==> src/rtl/video_rx_capture.sv <==
// Video capture engine: RGB444 pixel stream framed by VSync/DE is written into
// an alternating double frame buffer over the UFI bus as a write-only master.
module video_rx_capture #(
  parameter int pBusAdrsBit    = 32,
  parameter int pUfiBusWidth   = 12,
  parameter int pHdisplayWidth = 11,
  parameter int pVdisplayWidth = 11,
  parameter int pFifoDepth     = 16
) (
  input  logic                      iSysClk,
  input  logic                      iSysRst,
  input  logic [3:0]                iVideoR,
  input  logic [3:0]                iVideoG,
  input  logic [3:0]                iVideoB,
  input  logic                      iVideoEn,
  input  logic                      iVideoDe,
  input  logic                      iVideoVSync,
  input  logic [pHdisplayWidth-1:0] iHdisplay,
  input  logic [pVdisplayWidth-1:0] iVdisplay,
  input  logic [pBusAdrsBit-1:0]    iFbufAdrs1,
  input  logic [pBusAdrsBit-1:0]    iFbufAdrs2,
  input  logic                      iCapEn,
  output logic [pUfiBusWidth-1:0]   oMUfiWd,
  output logic [pBusAdrsBit-1:0]    oMUfiAdrs,
  output logic                      oMUfiWEd,
  output logic                      oMUfiVd,
  output logic                      oMUfiCmd,
  input  logic                      iMUfiRdy,
  output logic                      oFrameDone,
  output logic                      oBufSel,
  output logic                      oOverflow,
  output logic                      oFrameErr
);

  localparam int TGT_W = pHdisplayWidth + pVdisplayWidth;
  localparam int PTR_W = $clog2(pFifoDepth);

  typedef enum logic [1:0] {IDLE, CAPTURE, FLUSH, DONE} state_t;

  state_t                    state, state_next;
  logic                      vsync_prev;
  logic                      rise;
  logic [TGT_W-1:0]          target;
  logic [TGT_W-1:0]          pix_cnt;
  logic [pBusAdrsBit-1:0]    base;
  logic [pBusAdrsBit-1:0]    wr_cnt;
  logic                      room;
  logic                      start;
  logic                      accept;
  logic                      short_frame;
  logic                      last_pixel;
  logic                      flag_clear;

  logic                      stage_vld;
  logic [pUfiBusWidth-1:0]   stage_pix;
  logic [pUfiBusWidth-1:0]   fifo_mem [pFifoDepth];
  logic [PTR_W-1:0]          wr_ptr;
  logic [PTR_W-1:0]          rd_ptr;
  logic                      fifo_empty;
  logic                      fifo_full;
  logic                      push;
  logic                      pop;
  logic                      drop;
  logic                      xfer;

  assign rise        = iVideoVSync & ~vsync_prev;
  assign room        = pix_cnt < target;
  assign start       = (state == IDLE) && iCapEn && rise;
  // A rise inside the frame ends it early, so it takes priority over a pixel.
  assign accept      = (state == CAPTURE) && iCapEn && !rise && iVideoEn && iVideoDe && room;
  assign short_frame = (state == CAPTURE) && iCapEn && rise && room;
  assign last_pixel  = accept && ((pix_cnt + TGT_W'(1)) == target);
  assign flag_clear  = (state == IDLE) && !iCapEn;

  // Pointer FIFO without a wrap bit: one slot stays free, so it holds
  // pFifoDepth-1 pixels and the output register holds one more word.
  assign fifo_empty = (wr_ptr == rd_ptr);
  assign fifo_full  = ((wr_ptr + PTR_W'(1)) == rd_ptr);
  assign xfer       = oMUfiWEd & iMUfiRdy;
  assign pop        = (state != IDLE) && !fifo_empty && (!oMUfiWEd || iMUfiRdy);
  assign push       = stage_vld && (!fifo_full || pop);
  assign drop       = stage_vld && fifo_full && !pop;

  assign oMUfiCmd   = 1'b0;
  assign oFrameDone = (state == DONE);
  assign oMUfiAdrs  = base + wr_cnt;

  // NOTE: every combinational output gets a default first, so no path can infer a latch.
  always_comb begin
    state_next = state;
    case (state)
      IDLE:    if (start) state_next = CAPTURE;
      CAPTURE: if (!iCapEn || short_frame || !room || last_pixel) state_next = FLUSH;
      FLUSH:   if (!stage_vld && fifo_empty && !oMUfiWEd) state_next = DONE;
      DONE:    state_next = IDLE;
      default: state_next = IDLE;
    endcase
  end

  // NOTE: sequential state uses non-blocking assignments only, so every register
  // samples the pre-edge values regardless of statement order.
  always_ff @(posedge iSysClk) begin
    if (iSysRst) begin
      state      <= IDLE;
      vsync_prev <= 1'b0;
      target     <= '0;
      pix_cnt    <= '0;
      base       <= '0;
      wr_cnt     <= '0;
      oBufSel    <= 1'b0;
      oOverflow  <= 1'b0;
      oFrameErr  <= 1'b0;
    end else begin
      state      <= state_next;
      vsync_prev <= iVideoVSync;
      if (start) begin
        base    <= oBufSel ? iFbufAdrs2 : iFbufAdrs1;
        target  <= TGT_W'(iHdisplay) * TGT_W'(iVdisplay);
        pix_cnt <= '0;
        wr_cnt  <= '0;
      end else begin
        if (accept) pix_cnt <= pix_cnt + TGT_W'(1);
        if (xfer)   wr_cnt  <= wr_cnt + pBusAdrsBit'(1);
      end
      if (state == DONE) oBufSel <= ~oBufSel;
      if (flag_clear)       oOverflow <= 1'b0;
      else if (drop)        oOverflow <= 1'b1;
      if (flag_clear)       oFrameErr <= 1'b0;
      else if (short_frame) oFrameErr <= 1'b1;
    end
  end

  // Input stage and FIFO pointers; a dropped pixel still advanced pix_cnt above.
  always_ff @(posedge iSysClk) begin
    if (iSysRst) begin
      stage_vld <= 1'b0;
      stage_pix <= '0;
      wr_ptr    <= '0;
      rd_ptr    <= '0;
    end else begin
      stage_vld <= accept;
      if (accept) stage_pix <= {iVideoR, iVideoG, iVideoB};
      if (push)   wr_ptr    <= wr_ptr + PTR_W'(1);
      if (pop)    rd_ptr    <= rd_ptr + PTR_W'(1);
    end
  end

  // NOTE: the FIFO storage has no reset; the pointers alone define its contents.
  always_ff @(posedge iSysClk) begin
    if (push) fifo_mem[wr_ptr] <= stage_pix;
  end

  // Output register: holds word and address until the arbiter takes it.
  always_ff @(posedge iSysClk) begin
    if (iSysRst) begin
      oMUfiWd  <= '0;
      oMUfiWEd <= 1'b0;
      oMUfiVd  <= 1'b0;
    end else begin
      if (pop) begin
        oMUfiWd  <= fifo_mem[rd_ptr];
        oMUfiWEd <= 1'b1;
      end else if (xfer) begin
        oMUfiWEd <= 1'b0;
      end
      if ((state == FLUSH) && (state_next == DONE)) oMUfiVd <= 1'b0;
      else if (pop)                                 oMUfiVd <= 1'b1;
    end
  end

endmodule

==> config.mk <==
export PLATFORM = sky130hd
export DESIGN_NAME = video_rx_capture
export DESIGN_NICKNAME = d
export VERILOG_FILES = /design/src/rtl/video_rx_capture.sv
export SDC_FILE = /design/constraint.sdc
export NUM_CORES = 1
export LEC_CHECK = 0
export BUFFER_PORTS_ARGS = -buffer_cell sky130_fd_sc_hd__buf_4
export CAP_MARGIN = 20
export CORE_ASPECT_RATIO = 1.75
export CORE_MARGIN = 3
export CORE_UTILIZATION = 50
export DETAILED_ROUTE_END_ITERATION = 8
export MAX_ROUTING_LAYER = met4
export PLACE_DENSITY = 0.76
export SLEW_MARGIN = 0
export SYNTH_ARGS = -nofsm -noshare
export SYNTH_HDL_FRONTEND = slang
export SYNTH_SLANG_ARGS = --single-unit
==> constraint.sdc <==
create_clock -name iSysClk -period 6.55 [get_ports iSysClk]
set_clock_uncertainty 0.1 [all_clocks]
set_input_delay 0.9825 -clock iSysClk [delete_from_list [all_inputs] [get_ports iSysClk]]
set_output_delay 0.9825 -clock iSysClk [all_outputs]
set_load 0.1 [all_outputs]
==> run metrics <==
Synth Area in Compound Gates 8.14%; Post-synth EDFFs 192; mux contribution to synthesized area 9.17%; diode count 0; ys flop type edfxtp_1; Final min period slightly below 6000 ps; Area growth, synth to finish 13.9%; CP required 6830 ps; Final Hold Vio Count 0; Yosys warnings 0; Syn Inst Count roughly 1900; number of global-route vias before repair 15174; Cell Rows 97; share of layout cells above drive strength 1 16.0%; asr flop ratio synth 0%; type of origin of the critical path input port; average routed wire per standard cell about 19 um; final WL 48.3 mm; Die Width 158 um; # setup viols final 0; CTS tree done; CTS sink count roughly 340; status finished clean; largest family of logic cells by synthesized area adder cells; Root Driver clkbuf_16; GRT Total Usage 23.3%; DRC violations left 0; 1st-pass router iterations 5; Layout Nets 2296; CTS Buffer Depth 3; syn_nets 2177; sequential share of the synthesized area 43.1%; final worst slack 714 ps; Syn Area/Cell about 11 um^2; clock transition at the registers of the reported paths 60 ps; Ports 156; Worst IR Drop VDD 197 uV; worst skew pair latency 520 ps; CTS Buf Count 34; Synth Area in XOR/XNOR roughly 5.3%; Tcrit/Tclk final 89.1%; power density over cell area 293 nW/um^2; Total Power 0.00679 W; GRT overflow 0; pin count of the biggest net entering global routing about 80; Post-DRT Antenna Nets 0; leakage 9.26 nW; Crit path largest cell delay 560 ps; commonest non-fill, non-tap cell in the layout edfxtp_1; cts hold-fix bufs 0; commonest cells after routing, fill and taps aside 192 x edfxtp_1, 179 x buf_4, 163 x inv_1, 162 x nand2_1, 146 x dfxtp_1; via count 14392; post-DR vias/cell 5.74; PortBufs 154; Worst-Margin Slew roughly 1100 ps; Setup WS pre-CTS 189 ps; hold crit path type reg2reg; total number of H-tree levels 2; CP Max Fanout 11; chip height 273 um; Synth Register Bits 341; Starting Density 50.7%; Adder-Cell Fraction of Synth Area roughly 15%; cell at the slowest stage of the critical path fa_1; antenna violations before repair 0; WP data arrival 6120 ps; Total Neg Setup Slack 0 ps; post-synth cell types 68; unrepaired setup endpoints after global routing no; Worst slew margin ~28%; die area 43200 um^2; simple-gate share of the synthesized area 14.0%; CP endpoint kind register; HPWL Detailed 35.2 mm; critical path cell sequence buf_4 -> and2_1 -> fa_1 -> inv_1 -> fa_1 -> inv_1 -> fa_1 -> inv_1 -> fa_1 -> inv_1 -> ha_1 -> ha_1 -> nand2_1 -> o21ai_0 -> nor3b_1 -> o31a_1 -> o31ai_1 -> a31oi_1 -> or4_1 -> o311ai_0; setup bufs post-CTS 0; Layout fillers 3307; CP Class in2reg; Starting DRT DRC Count just over 900; max_cap viols 0; Core Region between 40000 and 50000 um^2; first-pass GRT wire length 77.3 mm; Final Slew Violations 0; post_cts resized 0; FMAX 171 MHz; cell area after synthesis 20300 um^2; final RePlAce weighted congestion 0.899
-- flip-flops by register name (all words and copies together), names as in the netlist --
| name | count |
|---|---|
| target | 22 |
| wr_cnt | 32 |
| pix_cnt | 22 |
| stage_pix | 12 |
| fifo_mem | 192 |
| oOverflow | 1 |
| state | 2 |
| rd_ptr | 4 |
| oMUfiWd | 12 |
| vsync_prev | 1 |
| oFrameErr | 1 |
| oMUfiVd | 1 |
| wr_ptr | 4 |
| base | 32 |
| oMUfiWEd | 1 |
| oBufSel | 1 |
| stage_vld | 1 |
-- per-layer routing --
layer	vias to the layer above	part of all wire [%]	GRT usage, %
met5	-	0	-
met4	0	4.2	10.0
met3	133	4.5	2.33
met2	451	56	43.0
met1	6974	35	24.9
li1	6834	-	-
-- cell usage after synthesis, types with 7 or more instances --
cell type	n	area, um^2
nor3_1	32	160
nand2_1	162	608
fa_1	81	1620
o21ai_0	44	220
ha_1	120	1500
nand4_1	23	144
clkbuf_1	73	274
and2_1	80	500
a21o_1	11	82.6
buf_1	16	60.1
o31ai_1	9	67.6
and3_1	10	62.6
nor2_1	149	559
inv_1	163	612
dfxtp_1	149	2980
a21oi_1	90	450
nand2b_1	11	68.8
o21a_1	9	67.6
or3_1	13	81.3
a211oi_1	41	308
xnor2_1	81	709
nand3_1	32	160
nor2b_1	11	68.8
xor2_1	42	368
mux4_2	60	1350
edfxtp_1	192	5770
nor4_1	13	81.3
a31oi_1	12	75.1
mux2i_1	50	500
or2_2	7	43.8
-- cell families (layout without fill, tap and decap cells) --
| group | after synthesis | after routing |
|---|---|---|
| buffers and inverters | 259 | 401 |
| DFF | 341 | 341 |
| xor gates and xnor gates | 123 | 123 |
| AOI/OAI and AO/OA | 259 | 259 |
| other | 1 | 1 |
| muxes | 111 | 111 |
| adders and majority gates | 201 | 201 |
| and+or+nand+nor | 576 | 576 |
-- path summary, 6_finish.rpt --
path / startpoint / endpoint / slack, ps / cells past startpoint
max: iVdisplay[10] / target[20] / 710 / 20
min: target[0] / target[0] / 380 / 2
min reg2reg: target[0] / target[0] / 380 / 2
max reg2reg: target[1] / state[1] / 2930 / 11
-- stage by stage --
stage	cell area [um^2]	util (%)	instances	hold WS, ps
2_1_floorplan	20300	-	1871	336
3_3_place_gp	21900	54.7	2449	356
3_5_place_dp	21900	54.7	2449	365
4_1_cts	23100	57.8	2508	376
5_1_grt	23100	57.8	2508	397
6_report	23100	57.8	2508	375
-- cell type report --
cell class / instances / area, um^2 / share of cell area (%)
Tap cell: 495 / 619 / 2.68
Clock buffer: 42 / 932 / 4.03
Timing Repair Buffer: 179 / 1340 / 5.81
Inverter: 163 / 612 / 2.64
Clock inverter: 17 / 299 / 1.29
Multi-Input combinational cell: 1271 / 10600 / 45.7
Sequential cell: 341 / 8750 / 37.8
-- power breakdown --
group          total, W  switching [W]  internal (W)
clock network   0.00214       0.000811       0.00133
registers       0.00239      0.0000690       0.00232
logic           0.00226        0.00138      0.000879
total           0.00679        0.00226       0.00453
-- critical path, delay by kind of cell --
kind | cells | cell delay [ps]
AO/OA/AOI/OAI | 5 | 1200
adder cells (fa/ha/maj) | 6 | 2810
buffers and inverters | 5 | 390
AND/OR/NAND/NOR | 4 | 740
Note: power is estimated with default switching activity, not from simulation.
